$ cat config.mk
export PLATFORM = sky130hd
export DESIGN_NAME = min_width_reset_seq_flat
export DESIGN_NICKNAME = d
export VERILOG_FILES = /design/src/rtl/min_width_reset_seq_if.sv /design/src/rtl/min_width_reset_seq.sv /design/src/flat_wrapper.sv
export SDC_FILE = /design/constraint.sdc
export NUM_CORES = 1
export LEC_CHECK = 0
export ABC_CLOCK_PERIOD_IN_PS = 1500
export BUFFER_PORTS_ARGS = -buffer_cell sky130_fd_sc_hd__clkbuf_2
export CORE_AREA = 3 3 51 53
export CTS_BUF_LIST = sky130_fd_sc_hd__clkbuf_8
export DETAILED_ROUTE_END_ITERATION = 12
export DIE_AREA = 0 0 54 56
export PLACE_DENSITY_LB_ADDON = 0.1
export SYNTH_ARGS = -nofsm -noshare
export SYNTH_HDL_FRONTEND = slang
export SYNTH_SLANG_ARGS = --single-unit
export TNS_END_PERCENT = 30
$ cat constraint.sdc
create_clock -name clk -period 1.5 [get_ports clk]
set_input_delay 0.45 -clock clk [delete_from_list [all_inputs] [get_ports clk]]
set_output_delay 0.45 -clock clk [all_outputs]
set_load 0.01 [all_outputs]
$ cat src/rtl/min_width_reset_seq_if.sv
// rtl/min_width_reset_seq_if.sv - request/reset bundle between requesters and the reset sequencer
interface min_width_reset_seq_if #(
    parameter int CHANNELS = 4
);
    logic [CHANNELS-1:0] req_i;
    logic                all_i;
    logic [CHANNELS-1:0] rst_o;
    logic                busy_o;
    logic                done_o;

    modport master (
        output req_i,
        output all_i,
        input  rst_o,
        input  busy_o,
        input  done_o
    );

    modport slave (
        input  req_i,
        input  all_i,
        output rst_o,
        output busy_o,
        output done_o
    );
endinterface

$ cat src/rtl/min_width_reset_seq.sv
// rtl/min_width_reset_seq.sv - multi-channel minimum-width reset stretcher with staggered release
module min_width_reset_seq #(
    parameter int CHANNELS    = 4,
    parameter int MIN_WIDTH   = 8,
    parameter int STAGGER     = 2,
    parameter int SYNC_STAGES = 2
) (
    input  logic                  clk,
    input  logic                  rst_i,
    min_width_reset_seq_if.slave  bus
);
    localparam int HOLD_MAX = MIN_WIDTH + (CHANNELS - 1) * STAGGER;
    localparam int CNT_W    = (HOLD_MAX > 1) ? $clog2(HOLD_MAX + 1) : 1;
    // Keep at least one stage of storage so the bypass build still elaborates cleanly.
    localparam int SS       = (SYNC_STAGES > 0) ? SYNC_STAGES : 1;

    // Reload value for channel c: the channel stays high this many more edges after a trigger.
    function automatic logic [CNT_W-1:0] hold_m1(input int c);
        return CNT_W'(MIN_WIDTH + c * STAGGER - 1);
    endfunction

    logic [SS-1:0][CHANNELS-1:0]   sreq_q, sreq_d;
    logic [SS-1:0]                 sall_q, sall_d;
    logic [CHANNELS-1:0][CNT_W-1:0] cnt_q, cnt_d;
    logic [CHANNELS-1:0]           rst_o_q, rst_o_d;
    logic                          done_q, done_d;
    logic [CHANNELS-1:0]           req_eff;

    // Synchronizer shift chains: stage 0 captures the raw pins, the last stage feeds the channels.
    always_comb begin
        sreq_d    = sreq_q;
        sall_d    = sall_q;
        sreq_d[0] = bus.req_i;
        sall_d[0] = bus.all_i;
        for (int i = 1; i < SS; i++) begin
            sreq_d[i] = sreq_q[i-1];
            sall_d[i] = sall_q[i-1];
        end
    end

    // Effective request: a global request is just every channel asking at once.
    always_comb begin
        req_eff = '0;
        if (SYNC_STAGES == 0) begin
            req_eff = bus.req_i | {CHANNELS{bus.all_i}};
        end else begin
            req_eff = sreq_q[SS-1] | {CHANNELS{sall_q[SS-1]}};
        end
    end

    // Per-channel stretch: reset or request reloads, otherwise count down to release.
    always_comb begin
        cnt_d   = cnt_q;
        rst_o_d = '0;
        for (int c = 0; c < CHANNELS; c++) begin
            if (rst_i || req_eff[c]) begin
                rst_o_d[c] = 1'b1;
                cnt_d[c]   = hold_m1(c);
            end else if (cnt_q[c] != '0) begin
                rst_o_d[c] = 1'b1;
                cnt_d[c]   = cnt_q[c] - CNT_W'(1);
            end
        end
    end

    // done fires on the edge where the outputs go from some-active to all-clear.
    always_comb begin
        done_d = !rst_i && (|rst_o_q) && !(|rst_o_d);
    end

    // State registers; block reset leaves every channel asserted with a full hold loaded.
    always_ff @(posedge clk) begin
        if (rst_i) begin
            sreq_q <= '0;
            sall_q <= '0;
            done_q <= 1'b0;
        end else begin
            sreq_q <= sreq_d;
            sall_q <= sall_d;
            done_q <= done_d;
        end
        cnt_q   <= cnt_d;
        rst_o_q <= rst_o_d;
    end

    assign bus.rst_o  = rst_o_q;
    assign bus.busy_o = |rst_o_q;
    assign bus.done_o = done_q;
endmodule

$ cat src/flat_wrapper.sv
// flat-port wrapper written by rule: the top's interface ports become plain ports
module min_width_reset_seq_flat 
#(
    parameter int CHANNELS    = 4,
    parameter int MIN_WIDTH   = 8,
    parameter int STAGGER     = 2,
    parameter int SYNC_STAGES = 2
)
  (clk, rst_i, bus_req_i, bus_all_i, bus_rst_o, bus_busy_o, bus_done_o);
  min_width_reset_seq_if #(.CHANNELS(CHANNELS)) bus_i ();
  input  logic clk;
  input  logic rst_i;
  input wire logic [$bits(bus_i.req_i)-1:0] bus_req_i;
  input wire logic [$bits(bus_i.all_i)-1:0] bus_all_i;
  output wire logic [$bits(bus_i.rst_o)-1:0] bus_rst_o;
  output wire logic [$bits(bus_i.busy_o)-1:0] bus_busy_o;
  output wire logic [$bits(bus_i.done_o)-1:0] bus_done_o;
  assign bus_i.req_i = bus_req_i;
  assign bus_i.all_i = bus_all_i;
  assign bus_rst_o = bus_i.rst_o;
  assign bus_busy_o = bus_i.busy_o;
  assign bus_done_o = bus_i.done_o;
  min_width_reset_seq #(.CHANNELS(CHANNELS), .MIN_WIDTH(MIN_WIDTH), .STAGGER(STAGGER), .SYNC_STAGES(SYNC_STAGES)) u_core (.clk(clk), .rst_i(rst_i), .bus(bus_i));
endmodule
==> impl_metrics.env, run 1 <==
export IMPL_vias=883
export IMPL_hp_start="bus_all_i"
export IMPL_dr_pass1_iters=5
export IMPL_root_buffer="clkbuf_8"
export IMPL_nets=162
export IMPL_rows=17
export IMPL_setup_worst_path_start="u_core.bus.rst_o[2]$_DFF_P_"
export IMPL_synth_ff_type="dfxtp_1"
export IMPL_hold_violations=0
export IMPL_syn_area_per_cell_um2=10.4
export IMPL_ctsHoldBuffers=0
export IMPL_start_util=0.583
export IMPL_peakVddDrop_mv=0.788
export IMPL_cts_tree="done"
export IMPL_critPathArrivalTime_ps=1260
export IMPL_clock_latency_ps=280
export IMPL_skew_ps=8.24
export IMPL_dieArea_um2=3020
export IMPL_io_buffers=12
export IMPL_die_w_um=54
export IMPL_layout_commonest_cell="dfxtp_1"
export IMPL_place_hpwl_um=1440
export IMPL_cts_clk_slew_worst_paths_ps=60
export IMPL_worstSetupPathType="register to output port"
export IMPL_synth_edf_count=0
export IMPL_cap_violations=0
export IMPL_finalMaxSlewViolations=0
export IMPL_n_antenna_cell=0
export IMPL_postSynthCellCount=123
export IMPL_grt_use_total=0.154
export IMPL_numCtsBuffers=5
export IMPL_synth_xor_xnor_area_share=0.0275
export IMPL_core_um2=2190
export IMPL_start_kind="register"
export IMPL_fmax_mhz=586
export IMPL_drcViolationCount=0
export IMPL_synth_top_family_by_area="simple AND/OR/NAND/NOR gates"
export IMPL_layout_min_cycle_time_ps=1710
export IMPL_die_height_um=56
export IMPL_synth_nets=138
export IMPL_postRouteAntennaNets=0
export IMPL_cts_num_sinks=31
export IMPL_period_share=1.14
export IMPL_ys_seq_elements=31
export IMPL_required_ps=1050
export IMPL_reg2reg_from="u_core.cnt_q[12]$_SDFFE_PP1P_"
export IMPL_syn_cell_area_um2=1280
export IMPL_final_cell_mix="dfxtp_1, nor2b_1, clkbuf_2"
export IMPL_rsz0062_at_grt="yes"
export IMPL_gp_congestion=0.713
export IMPL_wl_per_cell_um=10.9
export IMPL_hold_ws_ps=389
export IMPL_yosys_area_share_adder=0.0784
export IMPL_ys_seq_area_frac=0.486
export IMPL_synth_simple_area_share=0.286
export IMPL_worst_pin_slew_ps=355
export IMPL_finalSetupViolations=1
export IMPL_synth_warning_count=0
export IMPL_antenna_found_initial=0
export IMPL_ys_async_sr_fraction=0
export IMPL_violations="setup timing"
export IMPL_clockBufferDepth=2
export IMPL_grt_pass1_wl_um=3440
export IMPL_crit_path_max_fanout=2
export IMPL_muxShareOfSynthArea=0.0412
export IMPL_drt_wl_total_um=1920
export IMPL_dp_cells=167
export IMPL_vias_per_cell=5.05
export IMPL_drt_iter0_drc=6
export IMPL_tns_ps=-205
export IMPL_grt_max_degree=11
export IMPL_slew_headroom=0.762
export IMPL_status="finished, violations left"
export IMPL_cts_htree_levels=2
export IMPL_grt_pass1_vias=850
export IMPL_ys_types=30
export IMPL_cp_end_kind="output port"
export IMPL_final_cells=175
export IMPL_hp_class="primary input to register"
export IMPL_drive_above_1_share=0.286
export IMPL_area_growth_pct=20.3
export IMPL_fin_ws_ps=-205
export IMPL_total_leakage_power_uw=0.000630
export IMPL_synth_compound_area_frac=0.0480
export IMPL_gr_total_overflow=0
export IMPL_powerDensity_nw_per_um2=1120
export IMPL_io_pins=13
## path summary, 6_finish.rpt
| path | end | slack [ps] | depth (start not counted) |
|---|---|---|---|
| setup / recovery | bus_busy_o | -210 | 2 |
| hold / removal | u_core.sall_q[0]$_SDFF_PP0_ | 390 | 2 |
| setup reg to reg | u_core.cnt_q[13]$_SDFFE_PP0P_ | 110 | 6 |
| hold reg to reg | u_core.sreq_q[5]$_SDFF_PP0_ | 440 | 1 |
## stage by stage
stage               instance area (µm²)   util  power, µW  setup WS [ps]
floorplan                          1280      -       1030            169
global placement                   1410  0.641       1070           92.5
detailed placement                 1410  0.641       1080           34.7
CTS                                1500  0.685       1720           -209
global route                       1540  0.701       1810           -235
finish                             1540  0.701       1720           -205
## power by group
group	internal [µW]	switching, µW
sequential	869	31.8
combinational	93.7	88.5
clock	359	276
total	1320	397
## final cells by class
cell class / count / area, µm²
Clock buffer: 6 / 82.6
Fill cell: 158 / 656
Timing Repair Buffer: 18 / 105
Inverter: 10 / 37.5
Sequential cell: 31 / 621
Multi-Input combinational cell: 81 / 649
Tap cell: 28 / 35.0
Clock inverter: 1 / 5.00
## critical path, cell delays in order, from the launching register on
cell and delay, ps:
dfxtp_1 310, or4_4 530, clkbuf_2 140
## routing by layer
layer | track usage | up-vias | wire length (µm)
met1 | 0.174 | 406 | 843
met3 | 0.0643 | 4 | 106
li1 | - | 453 | -
met4 | 0.0712 | 0 | 26
met2 | 0.244 | 20 | 938
met5 | 0 | - | 0
## synthesized netlist by cell type, drive strengths merged (3+ instances only)
| master | n | area, µm² |
|---|---|---|
| nand2b | 7 | 46.3 |
| nand2 | 12 | 47.6 |
| mux2i | 3 | 30.0 |
| dfxtp | 31 | 621 |
| inv | 10 | 37.5 |
| ha | 8 | 100 |
| nor3 | 8 | 55.1 |
| nor2 | 4 | 15.0 |
| nor2b | 12 | 75.1 |
| xnor2 | 4 | 35.0 |
| nor3b | 4 | 62.6 |
## flip-flops by register name, indices dropped and copies added, names as in the netlist
signal and cells:
u_core.bus.done_o 1, u_core.bus.rst_o 4, u_core.cnt_q 16, u_core.sall_q 2
u_core.sreq_d 4, u_core.sreq_q 4
## cell families (layout without fill, tap and decap cells)
kind of cell / Yosys count / in the layout
compound gates: 9 / 9
xor+xnor: 4 / 4
fa+ha+maj: 8 / 8
buf+inv: 11 / 35
flops: 31 / 31
mux: 5 / 5
simple gates: 55 / 55
## repair_timing
action,4_1_cts,5_1_grt
hold endpoints to repair,0,0
resized for setup,0,9
setup buffers,1,0
pin swaps,1,2
endpoints found under the setup margin,1,3
No activity file was read; power rests on OpenSTA's default activity.
==> inputs of run 2 (changes only) <==
- SKIP_CTS_REPAIR_TIMING: unset -> 1
==> run 2 against run 1 <==
  * Largest cell class unchanged
  * The flow still finishes with violations (setup timing)
  * Power is essentially flat
  * Highest routed layer unchanged
  * Combinational power hardly changed
  * Die area unchanged
  * Fmax fell by 0.21%
==> impl_metrics.env, run 2 (synthesized netlist as in run 1, its figures left out) <==
export IMPL_post_place_ws_ps=34.7
export IMPL_hold_violations=0
export IMPL_largest_reg_flops=16
export IMPL_hp_class="primary input to register"
export IMPL_layout_commonest_cell="dfxtp_1"
export IMPL_nets=162
export IMPL_cts_tree="done"
export IMPL_status="finished, violations left"
export IMPL_path_cells="or4_4 > buf_6"
export IMPL_vias=889
export IMPL_p_comb_frac=0.106
export IMPL_place_area_um2=1410
export IMPL_final_area_um2=1540
export IMPL_power_switching_uw=398
export IMPL_total_leakage_power_uw=0.000632
export IMPL_utilization=0.704
export IMPL_swShare=0.231
export IMPL_dr_pass1_iters=4
export IMPL_start_kind="register"
export IMPL_worst_pin_slew_ps=350
export IMPL_critPathBufInv=1
export IMPL_antenna_found_initial=0
export IMPL_dieArea_um2=3020
export IMPL_grt_pass1_vias=848
export IMPL_grt_use_total=0.154
export IMPL_place_hpwl_um=1440
export IMPL_required_ps=1050
export IMPL_drt_wl_total_um=1930
export IMPL_gp_congestion=0.713
export IMPL_wl_per_cell_um=11.0
export IMPL_worstSetupPathType="register to output port"
export IMPL_finalSetupViolations=1
export IMPL_routed_top_layer="met4"
export IMPL_wl_met1_um=851
export IMPL_die_w_um=54
export IMPL_clockBufferDepth=2
export IMPL_numCtsBuffers=5
export IMPL_violations="setup timing"
export IMPL_cp_end_kind="output port"
export IMPL_top_register="u_core.cnt_q"
export IMPL_io_buffers=12
export IMPL_total_power_uw=1720
export IMPL_drt_iter0_drc=6
export IMPL_critPathMaxStageDelay_ps=540
export IMPL_area_growth_pct=20.8
export IMPL_path_delay_family="simple AND/OR/NAND/NOR gates"
export IMPL_period_share=1.14
export IMPL_cts_htree_levels=2
export IMPL_grt_max_degree=11
export IMPL_die_height_um=56
export IMPL_rsz0062_at_grt="yes"
export IMPL_core_um2=2190
export IMPL_drcViolationCount=0
export IMPL_cts_clk_slew_worst_paths_ps=60
export IMPL_critPathArrivalTime_ps=1260
export IMPL_internal_power_uw=1320
export IMPL_powerDensity_nw_per_um2=1120
export IMPL_n_antenna_cell=0
export IMPL_p_clk_frac=0.370
export IMPL_layout_min_cycle_time_ps=1710
export IMPL_wl_met2_um=948
export IMPL_vias_per_cell=5.08
export IMPL_cts_num_sinks=31
export IMPL_met3_length_um=103
export IMPL_gr_total_overflow=0
export IMPL_postRouteAntennaNets=0
export IMPL_pwr_share_seq=0.524
export IMPL_finalMaxSlewViolations=0
export IMPL_start_util=0.583
export IMPL_final_cell_mix="dfxtp_1, nor2b_1, clkbuf_2"
export IMPL_peakVddDrop_mv=0.788
export IMPL_drive_above_1_share=0.286
export IMPL_fmax_mhz=585
export IMPL_slew_headroom=0.765
export IMPL_io_pins=13
export IMPL_grt_pass1_wl_um=3440
export IMPL_root_buffer="clkbuf_8"
export IMPL_fin_ws_ps=-209
export IMPL_cp_slowest_cell="or4_4"
export IMPL_cap_violations=0
export IMPL_rows=17
export IMPL_clock_latency_ps=280
export IMPL_skew_ps=8.10
export IMPL_crit_path_max_fanout=2
run 2: cell types whose count changed in the layout (fill, tap and decap cells not counted), sizes merged:
cell and delta:
buf +1, clkbuf -1
run 2: routing by layer:
metal,global-route usage,up-vias
met4,0.0712,0
met5,0,-
met2,0.244,20
met3,0.0643,4
li1,-,454
met1,0.174,411
run 2: metrics by stage:
step / std cells / setup TNS (ps) / hold slack (ps)
after floorplan: 123 / 0 / 414
after global placement: 167 / 0 / 421
after detailed placement: 167 / 0 / 428
after CTS: 174 / -230 / 385
after global routing: 175 / -233 / 390
final: 175 / -209 / 389
run 2: worst register-to-register path: cells and delay by family, from the launching register on:
kind	cells	cell delay, ps
flops	1	340
simple gates	2	320
fa+ha+maj	1	230
buf+inv	2	230
compound gates	1	180
run 2: final timing paths:
path / start / endpoint / slack [ps] / cells after the start
setup / recovery: u_core.bus.rst_o[2]$_DFF_P_ / bus_busy_o / -210 / 2
hold / removal: bus_all_i / u_core.sall_q[0]$_SDFF_PP0_ / 390 / 2
setup reg to reg: u_core.cnt_q[12]$_SDFFE_PP1P_ / u_core.cnt_q[13]$_SDFFE_PP0P_ / 110 / 6
hold reg to reg: u_core.sreq_d[5]$_SDFF_PP0_ / u_core.sreq_q[5]$_SDFF_PP0_ / 440 / 1
run 2: layout make-up:
cell class                      count  area [µm²]
Clock inverter                      1        5.00
Multi-Input combinational cell     81         649
Sequential cell                    31         621
Tap cell                           28        35.0
Inverter                           10        37.5
Clock buffer                        6        82.6
Timing Repair Buffer               18         111
Fill cell                         157         649
run 2: power by group through the flow:
stage / Combinational, µW / Sequential (µW) / Clock (µW)
after floorplan: 125 / 909 / 0
after global routing: 210 / 908 / 690
after CTS: 170 / 898 / 652
after global placement: 159 / 914 / 0
final: 183 / 901 / 636
after detailed placement: 168 / 915 / 0
